### src/rtl/irrigation_timer_sequencer_pkg.sv
// Shared definitions for the irrigation timer sequencer.
//   - FSM state encoding (2 bits)
//   - bit offsets of the BCD digit fields inside preset/remaining
//   - default maximum value of each BCD digit
//   - clamp helper used when a preset is loaded
package irrigation_timer_sequencer_pkg;

  localparam logic [1:0] ST_IDLE   = 2'b00;
  localparam logic [1:0] ST_RUN    = 2'b01;
  localparam logic [1:0] ST_PAUSED = 2'b10;
  localparam logic [1:0] ST_DONE   = 2'b11;

  // preset/remaining packing: {min_tens[1:0], min_units[3:0], sec_tens[3:0], sec_units[3:0]}
  localparam int SEC_UNITS_LSB = 0;
  localparam int SEC_TENS_LSB  = 4;
  localparam int MIN_UNITS_LSB = 8;
  localparam int MIN_TENS_LSB  = 12;

  localparam int MIN_TENS_MAX_DEF = 3;
  localparam int SEC_TENS_MAX_DEF = 5;
  localparam int UNITS_MAX_DEF    = 9;

  function automatic logic [3:0] clamp_digit(input logic [3:0] val, input logic [3:0] max_val);
    return (val > max_val) ? max_val : val;
  endfunction

endpackage

### src/rtl/irrigation_timer_sequencer_bcd_down_digit.sv
// One BCD down-counting digit with borrow output.
// Ports:
//   clock      - system clock
//   reset      - asynchronous active-low reset, clears q
//   load       - synchronous load of load_val (wins over dec_en)
//   load_val   - value to load
//   dec_en     - decrement request for this digit
//   q          - current digit value
//   borrow_out - decrement requested while q == 0 (digit wraps to MAX)
module bcd_down_digit #(
  parameter int MAX   = 9,
  parameter int WIDTH = 4
) (
  input  logic             clock,
  input  logic             reset,
  input  logic             load,
  input  logic [WIDTH-1:0] load_val,
  input  logic             dec_en,
  output logic [WIDTH-1:0] q,
  output logic             borrow_out
);

  always_ff @(posedge clock or negedge reset) begin
    if (!reset) begin
      q <= '0;
    end else if (load) begin
      q <= load_val;
    end else if (dec_en) begin
      q <= (q == '0) ? WIDTH'(MAX) : q - 1'b1;
    end
  end

  assign borrow_out = dec_en & (q == '0);

endmodule

### src/rtl/irrigation_timer_sequencer.sv
// Irrigation watering timer sequencer: loads an mm:ss preset into a cascaded
// BCD down-counter and counts it down once per 1 Hz tick, driving the valve
// while running and pulsing done on completion.
// Ports:
//   clock     - system clock
//   reset     - asynchronous active-low reset
//   tick      - one-cycle 1 Hz enable
//   start     - level, acts on its rising edge (IDLE/DONE only)
//   pause     - level, holds the countdown
//   stop      - level, aborts to IDLE and clears remaining
//   preset    - {min_tens[1:0], min_units, sec_tens, sec_units}
//   remaining - current time, same packing as preset
//   valve_on  - high in RUN and PAUSED
//   running   - high in RUN
//   done      - one-cycle completion pulse
//   warn      - (only with IRRIGATION_TIMER_WARN_EN) RUN/PAUSED with remaining <= 00:10
//
// State table:
//   state     | meaning
//   ST_IDLE   | waiting for start, remaining = 0
//   ST_RUN    | valve open, counting down on tick
//   ST_PAUSED | valve open, countdown frozen
//   ST_DONE   | countdown finished, remaining = 0
module irrigation_timer_sequencer
  import irrigation_timer_sequencer_pkg::*;
#(
  parameter int MIN_TENS_MAX = MIN_TENS_MAX_DEF,
  parameter int SEC_TENS_MAX = SEC_TENS_MAX_DEF,
  parameter int UNITS_MAX    = UNITS_MAX_DEF
) (
  input  logic        clock,
  input  logic        reset,
  input  logic        tick,
  input  logic        start,
  input  logic        pause,
  input  logic        stop,
  input  logic [13:0] preset,
`ifdef IRRIGATION_TIMER_WARN_EN
  output logic        warn,
`endif
  output logic [13:0] remaining,
  output logic        valve_on,
  output logic        running,
  output logic        done
);

  logic [1:0]  state, state_nxt;
  logic        start_q, start_edge;
  logic        can_load, digit_load, final_tick, preset_zero, done_nxt;
  logic        dec_su, b_su, b_st, b_mu, b_mt;
  logic [1:0]  p_mt, q_mt;
  logic [3:0]  q_mu, q_st, q_su;
  logic [13:0] preset_clamped, load_val;

  assign start_edge = start & ~start_q;
  assign can_load   = start_edge & ((state == ST_IDLE) | (state == ST_DONE));

  assign p_mt = (preset[MIN_TENS_LSB +: 2] > 2'(MIN_TENS_MAX)) ? 2'(MIN_TENS_MAX)
                                                                : preset[MIN_TENS_LSB +: 2];
  assign preset_clamped = {p_mt,
                           clamp_digit(preset[MIN_UNITS_LSB +: 4], 4'(UNITS_MAX)),
                           clamp_digit(preset[SEC_TENS_LSB +: 4], 4'(SEC_TENS_MAX)),
                           clamp_digit(preset[SEC_UNITS_LSB +: 4], 4'(UNITS_MAX))};
  assign preset_zero = (preset_clamped == '0);

  assign remaining = {q_mt, q_mu, q_st, q_su};

  // A tick in RUN always decrements unless pause or stop take precedence.
  assign dec_su     = ~stop & (state == ST_RUN) & ~pause & tick;
  assign final_tick = dec_su & (remaining == 14'd1);

  // A borrow out of the top digit can only come from decrementing 00:00;
  // reloading zero pins the counter there instead of wrapping to 39:59.
  assign digit_load = stop | can_load | b_mt;
  assign load_val   = (stop | b_mt) ? '0 : preset_clamped;

  bcd_down_digit #(.MAX(UNITS_MAX), .WIDTH(4)) u_sec_units (
    .clock(clock), .reset(reset), .load(digit_load), .load_val(load_val[SEC_UNITS_LSB +: 4]),
    .dec_en(dec_su), .q(q_su), .borrow_out(b_su));
  bcd_down_digit #(.MAX(SEC_TENS_MAX), .WIDTH(4)) u_sec_tens (
    .clock(clock), .reset(reset), .load(digit_load), .load_val(load_val[SEC_TENS_LSB +: 4]),
    .dec_en(b_su), .q(q_st), .borrow_out(b_st));
  bcd_down_digit #(.MAX(UNITS_MAX), .WIDTH(4)) u_min_units (
    .clock(clock), .reset(reset), .load(digit_load), .load_val(load_val[MIN_UNITS_LSB +: 4]),
    .dec_en(b_st), .q(q_mu), .borrow_out(b_mu));
  bcd_down_digit #(.MAX(MIN_TENS_MAX), .WIDTH(2)) u_min_tens (
    .clock(clock), .reset(reset), .load(digit_load), .load_val(load_val[MIN_TENS_LSB +: 2]),
    .dec_en(b_mu), .q(q_mt), .borrow_out(b_mt));

  always_comb begin
    state_nxt = state;
    if (stop) begin
      state_nxt = ST_IDLE;
    end else if (can_load) begin
      state_nxt = preset_zero ? ST_DONE : ST_RUN;
    end else begin
      case (state)
        ST_RUN: begin
          if (pause)           state_nxt = ST_PAUSED;
          else if (final_tick) state_nxt = ST_DONE;
        end
        ST_PAUSED: begin
          if (!pause) state_nxt = ST_RUN;
        end
        default: state_nxt = state;
      endcase
    end
  end

  assign done_nxt = ~stop & ((can_load & preset_zero) | final_tick);

  always_ff @(posedge clock or negedge reset) begin
    if (!reset) begin
      state    <= ST_IDLE;
      start_q  <= 1'b0;
      valve_on <= 1'b0;
      running  <= 1'b0;
      done     <= 1'b0;
    end else begin
      state    <= state_nxt;
      start_q  <= start;
      valve_on <= (state_nxt == ST_RUN) | (state_nxt == ST_PAUSED);
      running  <= (state_nxt == ST_RUN);
      done     <= done_nxt;
    end
  end

`ifdef IRRIGATION_TIMER_WARN_EN
  // Seconds-only compare in BCD: min digits zero and secs <= limit (10 or 11).
  function automatic logic secs_le(input logic [13:0] t, input logic [3:0] unit_lim);
    return (t[13:8] == '0) &&
           ((t[7:4] == 4'd0) || ((t[7:4] == 4'd1) && (t[3:0] <= unit_lim)));
  endfunction

  logic warn_nxt, warn_val;

  // Predict the value remaining takes on this edge so warn lines up with it.
  always_comb begin
    if (can_load)    warn_val = secs_le(preset_clamped, 4'd0);
    else if (dec_su) warn_val = secs_le(remaining, 4'd1);
    else             warn_val = secs_le(remaining, 4'd0);
  end

  assign warn_nxt = ((state_nxt == ST_RUN) | (state_nxt == ST_PAUSED)) & warn_val;

  always_ff @(posedge clock or negedge reset) begin
    if (!reset) warn <= 1'b0;
    else        warn <= warn_nxt;
  end
`endif

endmodule

### config.mk
export PLATFORM = sky130hd
export DESIGN_NAME = irrigation_timer_sequencer
export DESIGN_NICKNAME = d
export VERILOG_FILES = /design/src/rtl/irrigation_timer_sequencer_pkg.sv /design/src/rtl/irrigation_timer_sequencer_bcd_down_digit.sv /design/src/rtl/irrigation_timer_sequencer.sv
export SDC_FILE = /design/constraint.sdc
export NUM_CORES = 1
export LEC_CHECK = 0
export CAP_MARGIN = 20
export CELL_PAD_IN_SITES_DETAIL_PLACEMENT = 0
export CELL_PAD_IN_SITES_GLOBAL_PLACEMENT = 1
export CORE_ASPECT_RATIO = 0.8
export CORE_MARGIN = 2
export CORE_UTILIZATION = 38
export DETAILED_ROUTE_END_ITERATION = 8
export PLACE_DENSITY_LB_ADDON = 0.15
export SLEW_MARGIN = 10
export SYNTH_ARGS = -nofsm -noshare
export SYNTH_HDL_FRONTEND = slang
export SYNTH_SLANG_ARGS = --single-unit
### constraint.sdc
create_clock -name clock -period 5.3 [get_ports clock]
set_input_delay 0.795 -clock clock [delete_from_list [all_inputs] [get_ports clock]]
set_output_delay 0.795 -clock clock [all_outputs]
set_load 0.02 [all_outputs]
==> metrics <==
pre-CTS setup slack=2.18 ns; first-pass GRT wire length=6530 um; asr flop ratio synth=1.00; gr usage total=0.203; slowest stage delay, CP=0.60 ns; Die Y-Extent=57.8 um; min Tclk post-route=2.86 ns; DRT Pass-1 Iters=4; GRT overflow=0; power per cell area=235 nW/um^2; Peak supply drop=0.000133 V; Worst Tran Pin Value=0.920 ns; Final Wtd Congestion=0.934; fin worst setup slack=2.44 ns; CP cell instances=clkdlybuf4s50_1 -> and4bb_1 -> nand3_1 -> o31a_1 -> o22a_1 -> ha_1 -> inv_1; vias per cell=6.04; Max transition margin=0.385; total of max-cap violations=0; initial antenna violation count=0; Setup crit end kind=flop; most frequent cell after synthesis=dfrtp_1; core area=3450 sq um; # port buffers=36; Fin. Hold Viols=0; EDFF count, synth=0; Cells after Synth=150; CTS root buf=clkbuf_8; FF+latch count, synth=20; final WL=3930 um; Startpoint Class=input port; Post-CTS Repair Setup Buffers=0; sequential share of the synthesized area=0.364; synth top area cells=dfrtp_1 (36%), ha_1 (3.6%), nand3_1 (3.3%); CP bufs+invs=2; top_reg_cell synth=dfrtp_1; Slowest-stage cell, CP=and4bb_1; top cell type's share of synthesized area=0.364; Die ar.=4120 sq um; Crit path max-delay family=simple AND/OR/NAND/NOR gates; share of cells above drive strength 1=0.0543; Max Slew Vio Count=0; Layout area overhead=31.2%; setup_tns=0 ns; CTS tree=done; fin cells=226; Layout fillers=311; worst min path class=flop to flop; hold slack=0.540 ns; Pleak=0.675 nW; cell area after layout=1800 sq um; Crit Path Category=input port to flop; unrepaired setup endpoints after global routing=false; Initial Util=0.399; WP data arrival=3.02 ns; area leader, netlist=dfrtp_1; Remaining DRCs=0; DRT iter0 DRCs=140; Max H-tree Level=1; row count=19; endpoints failing setup=0; mapped cell area=1370 sq um; CTS max path bufs=2; f_max=350 MHz; Avg WL per Cell=17.4 um; DP Area=1760 sq um; number of buffers created by CTS=3; largest net degree at the start of global routing=21; critical path peak fanout=11; Worst EP required=5.46 ns; syn nets=174; clk_skew=0.00382 ns; Via Count=1365; Clock transition at path regs=0.07 ns; die width=71.2 um; vias in the first global route=1294; outcome=finished, final reports clean; Net count, final=210; period utilization=0.539; Post-DP HPWL=2930 um; synth cell count leaders=dfrtp_1 (20), nand3_1 (9), nor2_1 (9); number of distinct library cells after synthesis=52; clock sink count=20; placed insts=223; Ys Warns=0; Ports=37; antenna fix cells=0; antenna viol nets, final=0; clk_lat worst skew=0.26 ns; Mapped Avg Cell Area=9.16 sq um; # resized after CTS=0; hold bufs inserted after CTS=0
-- cells in the final DEF, fill, tap and decap left out, types with 2 or more instances in the layout --
cell             netlist  routed
clkdlybuf4s50_1        0      36
dfrtp_1               20      20
nor2_1                 9       9
nand3_1                9       9
inv_1                  8       8
a21oi_1                7       7
o21ai_0                7       7
nand2_1                6       6
o211ai_1               5       5
nor3_1                 5       5
nor4_1                 4       4
a211oi_1               4       4
ha_1                   4       4
nand2b_1               3       3
nand3b_1               3       3
or4_1                  3       3
nand4_1                3       3
o21a_1                 3       3
clkbuf_8               0       3
o2bb2ai_1              2       2
nor4b_1                2       2
or3_1                  2       2
and3_1                 2       2
o2111ai_1              2       2
mux2i_1                2       2
a31oi_1                2       2
o31ai_1                2       2
xnor2_1                2       2
a21boi_0               2       2
-- kinds of logic (layout without fill, tap and decap cells) --
family | Yosys count | in the layout | synth area share
AO/OA/AOI/OAI | 45 | 45 | 0.230
XOR/XNOR | 3 | 3 | 0.0191
adder cells (fa/ha/maj) | 4 | 4 | 0.0364
buffers and inverters | 14 | 48 | 0.0428
flip-flops | 20 | 20 | 0.364
multiplexers | 3 | 3 | 0.0228
AND/OR/NAND/NOR | 61 | 61 | 0.285
-- power breakdown --
| group | internal, W | leakage (nW) | switching [W] |
|---|---|---|---|
| combinational | 0.0000617 | 0.385 | 0.0000756 |
| clock | 0.0000507 | 0.0216 | 0.0000511 |
| sequential | 0.000164 | 0.268 | 0.0000202 |
| total | 0.000277 | 0.675 | 0.000147 |
-- worst paths after layout --
check / to / cells after the start / slack [ns] / from
max: valve_on / 7 / 2.44 / stop
max reg2reg: valve_on / 8 / 2.74 / state[0]
max in group asynchronous: valve_on / 1 / 3.69 / reset
min: u_sec_tens.q[3] / 2 / 0.54 / u_sec_tens.q[3]
min reg2reg: u_sec_tens.q[3] / 2 / 0.54 / u_sec_tens.q[3]
min in group asynchronous: running / 1 / 1.05 / reset
-- stage by stage --
step	utilization	power [W]
final	0.523	0.000424
after global routing	0.523	0.000449
after CTS	0.523	0.000426
after detailed placement	0.511	0.000323
after global placement	0.511	0.000322
after floorplan	-	0.000261
-- per-layer routing --
metal / routed length, um / GRT usage / vias up
met5: 0 / 0 / -
met4: 38 / 0.0512 / 0
met3: 286 / 0.0522 / 6
met2: 1750 / 0.303 / 53
met1: 1850 / 0.294 / 652
li1: - / - / 654
-- worst register-to-register path, stage by stage (launching register included) --
cell and delay [ns]:
dfrtp_1 0.40, inv_1 0.06, ha_1 0.37, and3b_1 0.35, nor2_1 0.59, nand2_1 0.15
o22a_1 0.25, ha_1 0.27, inv_1 0.03
-- registers in the layout (all words and copies together) (netlist names) --
register and cells:
u_min_units.q 4, running 1, start_q 1, u_min_tens.q 2, u_sec_units.q 4, state 2
done 1, valve_on 1, u_sec_tens.q 4
-- cell type report --
| cell class | instances | area, sq um | area share |
|---|---|---|---|
| repair buffers | 36 | 360 | 0.200 |
| flip-flops and latches | 20 | 500 | 0.278 |
| well taps | 42 | 52.6 | 0.0291 |
| clock buffers | 3 | 41.3 | 0.0229 |
| multi-input cells | 116 | 815 | 0.452 |
| inverters | 9 | 33.8 | 0.0187 |
Power figures use the tool's default switching activity.
==> patch 1: new RTL, same flow settings <==
Build with the macro `IRRIGATION_TIMER_WARN_EN` defined.
--- a/src/rtl/irrigation_timer_sequencer.sv
+++ b/src/rtl/irrigation_timer_sequencer.sv
@@ -21,6 +21,8 @@
 //   ST_RUN    | valve open, counting down on tick
 //   ST_PAUSED | valve open, countdown frozen
 //   ST_DONE   | countdown finished, remaining = 0
+`define IRRIGATION_TIMER_WARN_EN
+
 module irrigation_timer_sequencer
   import irrigation_timer_sequencer_pkg::*;
 #(
Function (old outputs only; new: warn): kept (Yosys induction, for registers that start in step).
==> patch 1 against the unedited design <==
Wire length fell by 11%; worst setup slack got worse by 0.43 ns; final area fell by 2.9%; area after synthesis fell by 4.6%; first-iteration DRC count fell by 79%; maximum frequency fell by 13%; power fell by 7.0%; via count fell by 7.0%; sequential cell count rose by 1; sequential share of layout area rose by 2.3 points; hold slack improved by 0.11 ns; non-clock buffer count rose by 2.
==> patch 1: results (changes against the unedited design) <==
* Outcome: complete, no violations
* GPL Wtd Cong at 0.775 (-17%)
* PD cells at 225 nW/um^2 (-4.2%)
* Global routing met2 resource utilization at 28.7% (-1.6 points)
* Critical path arrival at 3.47 ns (+0.45 ns)
* First-pass GRT wire length at 5.71 mm (-13%)
* Met3 wire length at 159 microns (-44%)
* Worst path slowest cell: clkdlybuf4s50_1
* Vias in the first global route at 1201 (-7.2%)
* Sw Share at 30.5% (-4.2 points)
* Number of DRC markers in iteration 0 at 30 (-79%)
* Largest net degree at the start of global routing at 25 (+19%)
* Synth area leaders: dfrtp_1, nor2_1, a21oi_1
* Comb group at 107 uW (-22%)
* Drt via density at 5.54 (-8.3%)
* Rel. slew slack at 41.1% (+2.7 points)
* Post-placement cell count at 224 (+0.45%)
* Syn Area/Cell at 8.57 sq um (-6.4%)
* Routed met2 length at 1.59 mm (-9.2%)
* Pleak at 0.695 nW (+3.0%)
* Routed len/inst at 15.3 microns (-12%)
* IO Port Bufs at 37 (+2.8%)
* Via count at 1269 (-7.0%)
* Grt met3 use at 5.39% (+0.17 points)
* Sequential share of the synthesized area at 40.1% (+3.6 points)
* Filler cell count at 321 (+3.2%)
* GR Util All Layers at 18.3% (-2.0 points)
* Crit Path Max Fanout at 9 (-2)
* HPWL after DPL at 2.56 mm (-13%)
==> patch 1: cell types whose count changed after synthesis, moves of 3 or more <==
cell	delta
o211ai_1	-5
nor4_1	+3
nor2_1	+14
clkbuf_1	+3
a21oi_1	+3
nor3_1	+3
nand3_1	-7
==> patch 1: through the flow <==
step           worst slack, ns  area [sq um]  hold WS [ns]  utilization (%)
3_3_place_gp              1.89          1690         0.632             50.2
6_report                  2.02          1750         0.645             51.9
2_1_floorplan             2.67          1310         0.499                -
3_5_place_dp              1.81          1690         0.631             50.2
4_1_cts                   2.06          1740         0.650             51.5
5_1_grt                   1.88          1750         0.668             51.9
==> patch 1: cell type report <==
class                   instances  area (sq um)  area share (%)
multi-input cells             114           708            40.5
flip-flops and latches         21           526            30.0
repair buffers                 38           382            21.8
well taps                      42          52.6            3.00
clock buffers                   4          45.0            2.57
inverters                      10          37.5            2.14
==> patch 1: path summary, 6_finish.rpt <==
| check | start | endpoint | depth (start not counted) | slack, ns |
|---|---|---|---|---|
| max | stop | warn | 8 | 2.02 |
| min | u_min_units.q[0] | u_min_units.q[0] | 2 | 0.65 |
| max reg2reg | state[0] | warn | 9 | 2.45 |
| min reg2reg | u_min_units.q[0] | u_min_units.q[0] | 2 | 0.65 |
| max in group asynchronous | reset | u_min_units.q[0] | 2 | 3.99 |
| min in group asynchronous | reset | running | 1 | 0.85 |
==> patch 1: logic make-up (layout without fill, tap and decap cells) <==
kind of cell | Yosys count | after routing | synth area share, %
simple gates | 69 | 69 | 28.7
xor+xnor | 4 | 4 | 2.67
flops | 21 | 21 | 40.1
mux | 1 | 1 | 0.859
buf+inv | 18 | 52 | 5.92
compound gates | 36 | 36 | 17.9
fa+ha+maj | 4 | 4 | 3.82
==> patch 2: new RTL, config.mk and constraints unchanged <==
Without the edit above. Register the output `done` once more, with the module's reset; this adds one clock of latency there. The other outputs are not delayed to match. Comments in the files are not updated.
--- a/src/rtl/irrigation_timer_sequencer.sv
+++ b/src/rtl/irrigation_timer_sequencer.sv
@@ -43,6 +43,8 @@
   output logic        running,
   output logic        done
 );
+
+  logic done_s0;
 
   logic [1:0]  state, state_nxt;
   logic        start_q, start_edge;
@@ -115,13 +117,13 @@
       start_q  <= 1'b0;
       valve_on <= 1'b0;
       running  <= 1'b0;
-      done     <= 1'b0;
+      done_s0  <= 1'b0;
     end else begin
       state    <= state_nxt;
       start_q  <= start;
       valve_on <= (state_nxt == ST_RUN) | (state_nxt == ST_PAUSED);
       running  <= (state_nxt == ST_RUN);
-      done     <= done_nxt;
+      done_s0  <= done_nxt;
     end
   end
 
@@ -149,5 +151,13 @@
   end
 `endif
 
+  always_ff @(posedge clock or negedge reset) begin
+    if (!reset) begin
+      done <= '0;
+    end else begin
+      done <= done_s0;
+    end
+  end
+
 endmodule
 
Behaviour: not the same (a bounded check fails within 4 cycles, from zero or initial values and one cycle with reset low).
==> patch 2 against the unedited design <==
Area after synthesis hardly changed; via count decreased by 0.51%; non-clock buffer count is 1 higher; final area is 1.0% higher; clock power grew 4%; combinational power is 4% lower; wire length down 4.1%; sequential power rose by 4%; worst setup slack better by 0.20 ns; power increased by 1.2%; sequential share of layout area is 1.1 points higher; clock skew fell by 0.0026 ns; sequential cell count increased by 1.
==> patch 2: results (changes against the unedited design) <==
* Outcome: complete, no violations
* Number of DRC markers in iteration 0 at 143 (+2.1%)
* Cell Area, Synth at 1380 sq um (about the same)
* Syn Inst Count at 148 (-1.3%)
* Synth area leaders: dfrtp_1, ha_1, nand3_1
* Filler cell count at 315 (+1.3%)
* Synth cell types at 50 (-3.8%)
* Comb group at 132 uW (-4%)
* Clock Buffer Count at 4 (+1)
* Cell area after placement at 1770 sq um (+0.21%)
* Critical path arrival at 2.85 ns (-0.17 ns)
* Reg area at 526 sq um (+5.0%)
* Global routing met2 resource utilization at 29.6% (-0.66 points)
* Post-Place Setup Slack at 2.37 ns (+0.184 ns)
* Area of the multi-input gates at 797 sq um (-2.2%)
* Grt met3 use at 4.52% (-0.70 points)
* GPL Wtd Cong at 0.844 (-9.7%)
* Slew at the pin closest to its max-slew limit at 0.779 ns (-0.141 ns)
* GR Util All Layers at 19.5% (-0.82 points)
* Vias in the first global route at 1256 (-2.9%)
* Multi-In Gates at 114 (-1.7%)
* Non-clock buffers, area share at 20.4% (+0.41 points)
* Pleak at 0.711 nW (+5.4%)
* Invs w/o clock at 8 (-1)
* HPWL after DPL at 2.86 mm (-2.3%)
* Clock skew at 0.00123 ns (-0.00259 ns)
* Routed met2 length at 1.69 mm (-3.8%)
* WL final at 3.77 mm (-4.1%)
* PD cells at 235 nW/um^2 (+0.19%)
* Met3 wire length at 233 microns (-19%)
* Largest net degree at the start of global routing at 22 (+4.8%)
* First-pass GRT wire length at 6.19 mm (-5.2%)
[patch 2: cell families after synthesis]
| logic type | Yosys count | synth area share (%) |
|---|---|---|
| AOI/OAI and AO/OA | 41 | 21.5 |
| DFF | 21 | 38.2 |
| buffers and inverters | 13 | 3.82 |
| and+or+nand+nor | 64 | 29.5 |
| adders and majority gates | 4 | 3.64 |
| muxes | 2 | 1.46 |
| xor gates and xnor gates | 3 | 1.91 |
[patch 2: path summary, 6_finish.rpt]
check                         start                to  slack [ns]  depth (start not counted)
max in group asynchronous     reset  u_sec_units.q[3]        3.94                          2
hold reg to reg             done_s0              done        0.35                          0
setup / recovery               stop   u_sec_tens.q[1]        2.64                          5
setup reg to reg           state[0]          valve_on        2.92                          7
min in group asynchronous     reset              done        0.88                          1
hold / removal              done_s0              done        0.35                          0
[patch 2: worst max-delay path: stages]
cell and delay, ns:
clkdlybuf4s50_1 0.54, and4bb_1 0.70, nand2_4 0.14, or4_1 0.50
a31oi_1 0.17
